$ cat src/rtl/common_pkg.sv
// Shared types for the integer pipeline: ALU operation codes, datapath width
// and the divider issue controller state encoding.
package common;

    localparam int XLEN_WIDTH = 32;

    typedef enum logic [4:0] {
        ALU_ADD,
        ALU_SUB,
        ALU_SLL,
        ALU_SLT,
        ALU_SLTU,
        ALU_XOR,
        ALU_SRL,
        ALU_SRA,
        ALU_OR,
        ALU_AND,
        ALU_MUL,
        ALU_MULH,
        ALU_MULHSU,
        ALU_MULHU,
        ALU_DIV,
        ALU_DIVU,
        ALU_REM,
        ALU_REMU
    } alu_op_type;

    typedef enum logic [2:0] {
        IDLE,
        ISSUE,
        WAIT,
        DRAIN,
        RESP
    } div_ctrl_state_t;

    typedef struct packed {
        alu_op_type            op;
        logic [XLEN_WIDTH-1:0] op1;
        logic [XLEN_WIDTH-1:0] op2;
        logic [XLEN_WIDTH-1:0] result;
        logic                  dbz;
    } div_cache_entry_t;

    function automatic logic is_div_op(input alu_op_type op);
        return (op == ALU_DIV) || (op == ALU_DIVU) || (op == ALU_REM) || (op == ALU_REMU);
    endfunction

endpackage

$ cat src/rtl/div_issue_ctrl_cache.sv
// Single-entry memo of the last completed division; only instantiated when
// DIV_RESULT_CACHE_EN is defined.
module div_result_cache
    import common::*;
(
    input  logic                  clk,
    input  logic                  reset,
    input  logic                  wr_en,
    input  alu_op_type            wr_op,
    input  logic [XLEN_WIDTH-1:0] wr_op1,
    input  logic [XLEN_WIDTH-1:0] wr_op2,
    input  logic [XLEN_WIDTH-1:0] wr_result,
    input  logic                  wr_dbz,
    input  alu_op_type            lk_op,
    input  logic [XLEN_WIDTH-1:0] lk_op1,
    input  logic [XLEN_WIDTH-1:0] lk_op2,
    output logic                  hit,
    output logic [XLEN_WIDTH-1:0] hit_result,
    output logic                  hit_dbz
);

    div_cache_entry_t entry_q;
    logic             valid_q;

    always_ff @(posedge clk) begin
        if (reset) begin
            entry_q <= '0;
            valid_q <= 1'b0;
        end else if (wr_en) begin
            entry_q.op     <= wr_op;
            entry_q.op1    <= wr_op1;
            entry_q.op2    <= wr_op2;
            entry_q.result <= wr_result;
            entry_q.dbz    <= wr_dbz;
            valid_q        <= 1'b1;
        end
    end

    assign hit        = valid_q && (entry_q.op == lk_op) && (entry_q.op1 == lk_op1) && (entry_q.op2 == lk_op2);
    assign hit_result = entry_q.result;
    assign hit_dbz    = entry_q.dbz;

endmodule

$ cat src/rtl/div_issue_ctrl.sv
// Issues one division at a time from EX to an iterative divider and returns the
// result as a one-cycle writeback. Optional result memo: DIV_RESULT_CACHE_EN.
module div_issue_ctrl
    import common::*;
#(
    parameter int TIMEOUT_CYCLES = 64
) (
    input  logic                  clk,
    input  logic                  reset,
    input  logic                  req_valid,
    output logic                  req_ready,
    input  alu_op_type            req_op,
    input  logic [XLEN_WIDTH-1:0] req_op1,
    input  logic [XLEN_WIDTH-1:0] req_op2,
    input  logic [4:0]            req_rd,
    output logic                  stall,
    output logic                  div_start,
    output alu_op_type            div_operation,
    output logic [XLEN_WIDTH-1:0] div_operand1,
    output logic [XLEN_WIDTH-1:0] div_operand2,
    input  logic [XLEN_WIDTH-1:0] div_result,
    input  logic                  div_ready,
    input  logic                  div_exception,
    output logic                  wb_valid,
    output logic [4:0]            wb_rd,
    output logic [XLEN_WIDTH-1:0] wb_data,
    output logic                  wb_dbz,
    input  logic                  flush,
    output logic                  timeout_err
);

    localparam int CNT_W = $clog2(TIMEOUT_CYCLES + 1);

    div_ctrl_state_t       state_q, state_d;
    alu_op_type            op_q, op_d;
    logic [XLEN_WIDTH-1:0] op1_q, op1_d;
    logic [XLEN_WIDTH-1:0] op2_q, op2_d;
    logic [4:0]            rd_q, rd_d;
    logic                  dbz_q, dbz_d;
    logic [CNT_W-1:0]      cnt_q, cnt_d;
    logic [4:0]            wb_rd_q, wb_rd_d;
    logic [XLEN_WIDTH-1:0] wb_data_q, wb_data_d;
    logic                  wb_dbz_q, wb_dbz_d;
    logic                  timeout_q, timeout_d;

    logic                  req_is_div;
    logic                  accept;
    logic                  cache_hit;
    logic [XLEN_WIDTH-1:0] cache_result;
    logic                  cache_dbz;

    assign req_is_div = is_div_op(req_op);
    assign req_ready  = !reset && (state_q == IDLE) && div_ready && !flush;
    assign accept     = req_valid && req_ready && req_is_div;

`ifdef DIV_RESULT_CACHE_EN
    logic cache_wr;

    // Every RESP carries a finished result; hits rewrite identical contents.
    assign cache_wr = (state_q == RESP);

    div_result_cache u_cache (
        .clk        (clk),
        .reset      (reset),
        .wr_en      (cache_wr),
        .wr_op      (op_q),
        .wr_op1     (op1_q),
        .wr_op2     (op2_q),
        .wr_result  (wb_data_q),
        .wr_dbz     (wb_dbz_q),
        .lk_op      (req_op),
        .lk_op1     (req_op1),
        .lk_op2     (req_op2),
        .hit        (cache_hit),
        .hit_result (cache_result),
        .hit_dbz    (cache_dbz)
    );
`else
    assign cache_hit    = 1'b0;
    assign cache_result = '0;
    assign cache_dbz    = 1'b0;
`endif

    always_comb begin
        state_d   = state_q;
        op_d      = op_q;
        op1_d     = op1_q;
        op2_d     = op2_q;
        rd_d      = rd_q;
        dbz_d     = dbz_q;
        cnt_d     = cnt_q;
        wb_rd_d   = wb_rd_q;
        wb_data_d = wb_data_q;
        wb_dbz_d  = wb_dbz_q;
        timeout_d = timeout_q;

        case (state_q)
            IDLE: begin
                if (accept) begin
                    op_d  = req_op;
                    op1_d = req_op1;
                    op2_d = req_op2;
                    rd_d  = req_rd;
                    if (cache_hit) begin
                        wb_data_d = cache_result;
                        wb_dbz_d  = cache_dbz;
                        wb_rd_d   = req_rd;
                        state_d   = RESP;
                    end else begin
                        state_d = ISSUE;
                    end
                end
            end
            ISSUE: begin
                dbz_d   = div_exception;
                cnt_d   = '0;
                state_d = WAIT;
            end
            WAIT: begin
                if (flush) begin
                    state_d = DRAIN;
                end else if (div_ready) begin
                    wb_data_d = div_result;
                    wb_dbz_d  = dbz_q;
                    wb_rd_d   = rd_q;
                    state_d   = RESP;
                end else if (cnt_q == CNT_W'(TIMEOUT_CYCLES - 1)) begin
                    timeout_d = 1'b1;
                    state_d   = IDLE;
                end else begin
                    cnt_d = cnt_q + 1'b1;
                end
            end
            DRAIN: begin
                if (div_ready) begin
                    state_d = IDLE;
                end
            end
            RESP: begin
                state_d = IDLE;
            end
            default: begin
                state_d = IDLE;
            end
        endcase
    end

    // Outputs are forced low during reset so EX never sees a spurious handshake.
    always_comb begin
        stall     = 1'b0;
        div_start = 1'b0;
        wb_valid  = 1'b0;
        if (!reset) begin
            case (state_q)
                IDLE, DRAIN: stall = req_valid && req_is_div;
                ISSUE: begin
                    stall     = 1'b1;
                    div_start = 1'b1;
                end
                WAIT:    stall = 1'b1;
                RESP:    wb_valid = !flush;
                default: stall = 1'b0;
            endcase
        end
    end

    always_ff @(posedge clk) begin
        if (reset) begin
            state_q   <= IDLE;
            op_q      <= alu_op_type'('0);
            op1_q     <= '0;
            op2_q     <= '0;
            rd_q      <= '0;
            dbz_q     <= 1'b0;
            cnt_q     <= '0;
            wb_rd_q   <= '0;
            wb_data_q <= '0;
            wb_dbz_q  <= 1'b0;
            timeout_q <= 1'b0;
        end else begin
            state_q   <= state_d;
            op_q      <= op_d;
            op1_q     <= op1_d;
            op2_q     <= op2_d;
            rd_q      <= rd_d;
            dbz_q     <= dbz_d;
            cnt_q     <= cnt_d;
            wb_rd_q   <= wb_rd_d;
            wb_data_q <= wb_data_d;
            wb_dbz_q  <= wb_dbz_d;
            timeout_q <= timeout_d;
        end
    end

    assign div_operation = op_q;
    assign div_operand1  = op1_q;
    assign div_operand2  = op2_q;
    assign wb_rd         = wb_rd_q;
    assign wb_data       = wb_data_q;
    assign wb_dbz        = wb_dbz_q;
    assign timeout_err   = timeout_q;

endmodule

$ cat config.mk
export PLATFORM = sky130hd
export DESIGN_NAME = div_issue_ctrl
export DESIGN_NICKNAME = d
export VERILOG_FILES = /design/src/rtl/common_pkg.sv /design/src/rtl/div_issue_ctrl_cache.sv /design/src/rtl/div_issue_ctrl.sv
export SDC_FILE = /design/constraint.sdc
export NUM_CORES = 1
export LEC_CHECK = 0
export ABC_CLOCK_PERIOD_IN_PS = 2650
export CAP_MARGIN = 40
export CORE_MARGIN = 2
export CORE_UTILIZATION = 41
export CTS_CLUSTER_SIZE = 25
export DETAILED_ROUTE_END_ITERATION = 8
export PLACE_DENSITY = 0.84
export SKIP_CTS_REPAIR_TIMING = 1
export SLEW_MARGIN = 10
export SYNTH_ARGS = -nofsm -noshare
export SYNTH_HDL_FRONTEND = slang
export SYNTH_HIERARCHICAL = 1
export SYNTH_SLANG_ARGS = --single-unit
$ cat constraint.sdc
create_clock -name clk -period 2.65 [get_ports clk]
set_input_delay 0.53 -clock clk [delete_from_list [all_inputs] [get_ports clk]]
set_output_delay 0.53 -clock clk [all_outputs]
set_load 0.05 [all_outputs]
Yosys cells after proc, flatten, opt, wreduce, memory -nomap -nowiden --
Cells that the tools add are included.
Operators by class: divide/modulo/power cells 0, bitwise operators 2, shift operators 0, add/subtract/negate cells 1, muxes and demuxes 16, eq/ne operators 15, reduce and logical (&&, ||, !) cells 20, order comparisons 0, multipliers 0
Operator list (number):
- 7-bit two-way mux | 3
- 3-bit two-way mux | 5
- 7-bit one-hot mux with 2 select lines | 1
- 3-bit one-hot mux with 4 select lines | 1
- 5-bit by 4-bit == test with 1-bit output, second input constant | 2
- 5-bit == test, second input constant | 2
- 2-bit != test, second input constant | 5
- 4-bit AND reduction | 2
- 7-bit by 1-bit adder with 7-bit output, second input constant | 1
- 7-bit by 6-bit == test with 1-bit output, second input constant | 1
- 3-bit by 2-bit == test with 1-bit output, second input constant | 2
- 1-bit logical AND | 6
- 3-bit AND reduction | 2
- 1-bit two-way mux | 5
- 4-bit != test, second input constant | 1
- 2-bit OR reduction | 2
- 3-bit by 1-bit == test with 1-bit output, second input constant | 1
- 3-bit == test, second input constant | 1
- 3-bit zero test | 1
- 1-bit logical OR | 3
- 1-bit zero test | 2
- 1-bit NOT | 2
- 1-bit one-hot mux with 2 select lines | 1
- 2-bit AND reduction | 1
- 2-bit nonzero test | 1
Word-level totals: bits of input ports 112, memories kept 0, latch bits 0, memory bits (read-only) 0, flip-flop bits (word level) 124, bits in writable memories 0

Depth between registers and ports, before layout --
depth in word-level cells 8, gate-level depth with buffers 7, depth with buffers taken out 5

Least setup slack after synthesis --
OpenSTA, ideal clock, no wires.
path kind in2out, start in req_op[1], end out stall, path buffers 0, setup slack -0.213 ns, arrival time 2.333 ns, cell stages on the path 4, path through or4b_4 -> a21oi_1 -> nor2_1 -> nor3_1
On the way: longest elaborated chain between the ends 7, elaborated cells between the ends (all ways) 10, those cells by class 4 x eq/ne; 2 x mux; 4 x reduce/logical
RTL lines:
- start, declared | line div_issue_ctrl.sv:12 | input alu_op_type req_op,
- 5-bit by 4-bit == test with 1-bit output | line common_pkg.sv:45 | return (op == ALU_DIV) || (op == ALU_DIVU) || (op == ALU_REM) || (op == ALU_REMU);
- 1-bit logical OR (2 in series) | line common_pkg.sv:45
- 1-bit logical OR * | line common_pkg.sv:45
- 1-bit logical AND * | line div_issue_ctrl.sv:155 | IDLE, DRAIN: stall = req_valid && req_is_div;
- 1-bit one-hot mux with 2 select lines * | line div_issue_ctrl.sv:154 | case (state_q)
- 1-bit two-way mux * | line div_issue_ctrl.sv:153 | if (!reset) begin
- end, declared | line div_issue_ctrl.sv:16 | output logic stall,
Mark *: on every way between the ends. The rest lies on a longest branch, timed or not.

Final worst setup path --
start in flush, end out wb_valid
On the way: longest elaborated chain between the ends 3
RTL lines:
- start, declared | line div_issue_ctrl.sv:28 | input logic flush,
- 1-bit zero test | line div_issue_ctrl.sv:161 | RESP: wb_valid = !flush;
- 1-bit two-way mux | line div_issue_ctrl.sv:154
- 1-bit two-way mux | line div_issue_ctrl.sv:153
- end, declared | line div_issue_ctrl.sv:24 | output logic wb_valid,
Every way passes these cells.

==> out/qor.csv <==
stage;metric;value;unit
final_layout;most common cell after layout, fill and taps aside;clkdlybuf4s50_1;
clock_tree;TritonCTS buffer count;17;
detailed_routing;WL final;13500;um
grt;largest net degree at the start of global routing;69;
detailed_routing;Via-to-Cell Ratio;4.96;
worst_hold_path;HP Class;register to register;
timing;f_max;0.383;GHz
timing;final worst setup slack;38.9;ps
timing;RSZ-0062 raised after global routing;no;
yosys;synthesized cell area;0.00469;mm2
yosys;syn_area_per_cell;8.34;um2
timing;count of final max-slew check failures;0;
yosys;ys flop type;dfxtp_1;
power_and_ir_drop;P_sw;0.000944;W
worst_setup_path;crit end category;output port;
yosys;Async SR Flop Fraction;0;%
run_status;status;finished, final reports clean;
yosys;Synth Register Bits;124;
clock_tree;clk sinks;124;
clock_tree;worst skew pair latency;400;ps
power_and_ir_drop;Power Density;570;mW/mm2
place;dpl ws;-62.9;ps
yosys;Syn Inst Count;562;
yosys;Yosys cell types;36;
yosys;post-synth net total;675;
clock_tree;H-Tree Level Count;4;
timing;Final Hold Fails;0;
clock_tree;Root Buffer;clkbuf_16;
floorplan;die area;0.0123;mm2
final_layout;nets;893;
place;DP HPWL;9750;um
worst_setup_path;crit path DAT;2080;ps
detailed_routing;DR vias;4641;
final_layout;share of cells above drive strength 1;14.9;%
clock_tree;Worst-path clk slew;60;ps
timing;Max Clock Skew;6.37;ps
detailed_routing;Starting DRT DRC Count;221;
place;Buffers on Ports;223;
timing;minimum clock period;2610;ps
timing;measured slew at the worst slew-check pin;775;ps
grt;GRT Residual Overflow;0;
final_layout;most frequent cells in the layout;214 x clkdlybuf4s50_1, 197 x nand2_1, 124 x dfxtp_1;
timing;Tcrit/Tclk final;98.5;%
floorplan;initial core utilization;41.6;%
grt;initial antenna violation count;0;
yosys;Syn. warnings;6;
worst_setup_path;CP Class;input port to output port;
detailed_routing;Routed Antenna Nets;0;
power_and_ir_drop;Pint;0.00346;W
detailed_routing;DR DRC count;0;
final_layout;Area growth, synth to finish;64.6;%
grt;first-pass GRT wire length;21900;um
timing;slew margin rel.;48.3;%
worst_setup_path;crit start category;input port;
worst_setup_path;WP data required;2120;ps
grt;vias in the first global route;4698;
floorplan;I/O pin total;224;
yosys;post-synthesis sequential area ratio;53.0;%
yosys;Post-synth EDFFs;0;
power_and_ir_drop;sw frac;21.5;%
floorplan;num rows;39;
power_and_ir_drop;Leakage;2.59;nW
grt;total track usage;21.9;%
final_layout;# diodes;0;
clock_tree;Clock Path Buffers;2;
run;max_cap viols;0;
floorplan;Core Region;0.0113;mm2
worst_setup_path;Crit Path Max Fanout;6;
clock_tree;CTS tree;yes;
power_and_ir_drop;total power draw;0.00440;W
power_and_ir_drop;VDD IR-drop max;0.000358;V
power_and_ir_drop;combinational share of power;6.5;%
power_and_ir_drop;Clk pwr share;50.9;%
power_and_ir_drop;part of the power in registers;42.6;%
detailed_routing;WL/cell;14.4;um
floorplan;Die H;111;um
place;Final Wtd Congestion;0.884;
floorplan;DIE WIDTH;111;um
timing;Setup-failing EPs final;0;
detailed_routing;DRT Pass-1 Iters;4;
-- kinds of logic (layout without fill, tap and decap cells) --
logic type	count (synthesis)	in the layout	synth area share, %
adder cells (fa/ha/maj)	1	1	0.267
flip-flops	124	124	53.0
AO/OA/AOI/OAI	127	127	16.9
multiplexers	1	1	0.214
XOR/XNOR	3	3	0.561
buffers and inverters	42	272	4.59
AND/OR/NAND/NOR	264	264	24.5
-- area by class of cell --
class / count / area (um2)
clock inverters: 12 / 139
fillers: 873 / 3560
well taps: 143 / 179
repair buffers: 238 / 2460
flip-flops and latches: 124 / 2480
clock buffers: 19 / 443
inverters: 3 / 11.3
multi-input cells: 396 / 2000
-- cell usage after synthesis, drive strengths merged, types with 2 or more instances --
library cell  count  share of area, %
xor2              2              0.37
inv               3              0.24
clkbuf           27               2.2
a21oi           116                15
nor4              3              0.40
or4b              2              0.51
dfxtp           124                53
o2111ai           2              0.37
nand3             5              0.53
or3               3              0.40
nor2             11              0.88
buf              12               2.2
nor3              2              0.21
nand4b            2              0.37
o21ai             4              0.43
nand2           227                20
nand2b            2              0.27
nor4b             2              0.37
-- worst paths after layout --
| check | slack, ps | end | cells past startpoint | startpoint |
|---|---|---|---|---|
| setup / recovery | 40 | wb_valid | 4 | flush |
| setup reg to reg | 690 | div_operand1[19]$_SDFFE_PP0P_ | 5 | state_q[2]$_SDFFE_PP0P_ |
| hold reg to reg | 430 | cnt_q[6]$_SDFFE_PP0P_ | 2 | cnt_q[6]$_SDFFE_PP0P_ |
| hold / removal | 430 | cnt_q[6]$_SDFFE_PP0P_ | 2 | cnt_q[6]$_SDFFE_PP0P_ |
-- critical path: stages --
cell	delay (ps)
clkdlybuf4s50_1	510
or3_1	500
nor3_1	340
buf_12	190
-- per-layer routing --
layer	vias to the layer above	global-route usage (%)	part of all wire, %
li1	2273	-	-
met1	2147	23.9	39
met2	193	38.2	50
met3	28	8.09	8.1
met4	0	9.42	2.6
met5	-	0	0
-- power groups by stage --
stage | clock (W) | sequential, W | combinational [W]
global placement | 0 | 0.00192 | 0.000282
detailed placement | 0 | 0.00192 | 0.000286
global route | 0.00237 | 0.00187 | 0.000304
floorplan | 0 | 0.00193 | 0.0000636
CTS | 0.00229 | 0.00188 | 0.000288
finish | 0.00224 | 0.00188 | 0.000286
-- through the flow --
stage	instances	TNS [ps]	hold WS, ps	cell area [um2]	util (%)
after global routing	935	0	459	7710	68.4
final	935	0	435	7710	68.4
after detailed placement	904	-521	430	7110	63.1
after CTS	935	-60.2	439	7700	68.3
after global placement	904	-43.3	419	7110	63.1
after floorplan	562	0	407	4690	-
-- state kept, by name, summed over array words and instances (netlist names) --
signal / count
cnt_q: 7
dbz_q: 1
div_operand1: 32
div_operand2: 32
div_operation: 5
rd_q: 5
state_q: 3
timeout_err: 1
wb_data: 32
wb_dbz: 1
wb_rd: 5
No activity file was read; power rests on OpenSTA's default activity.
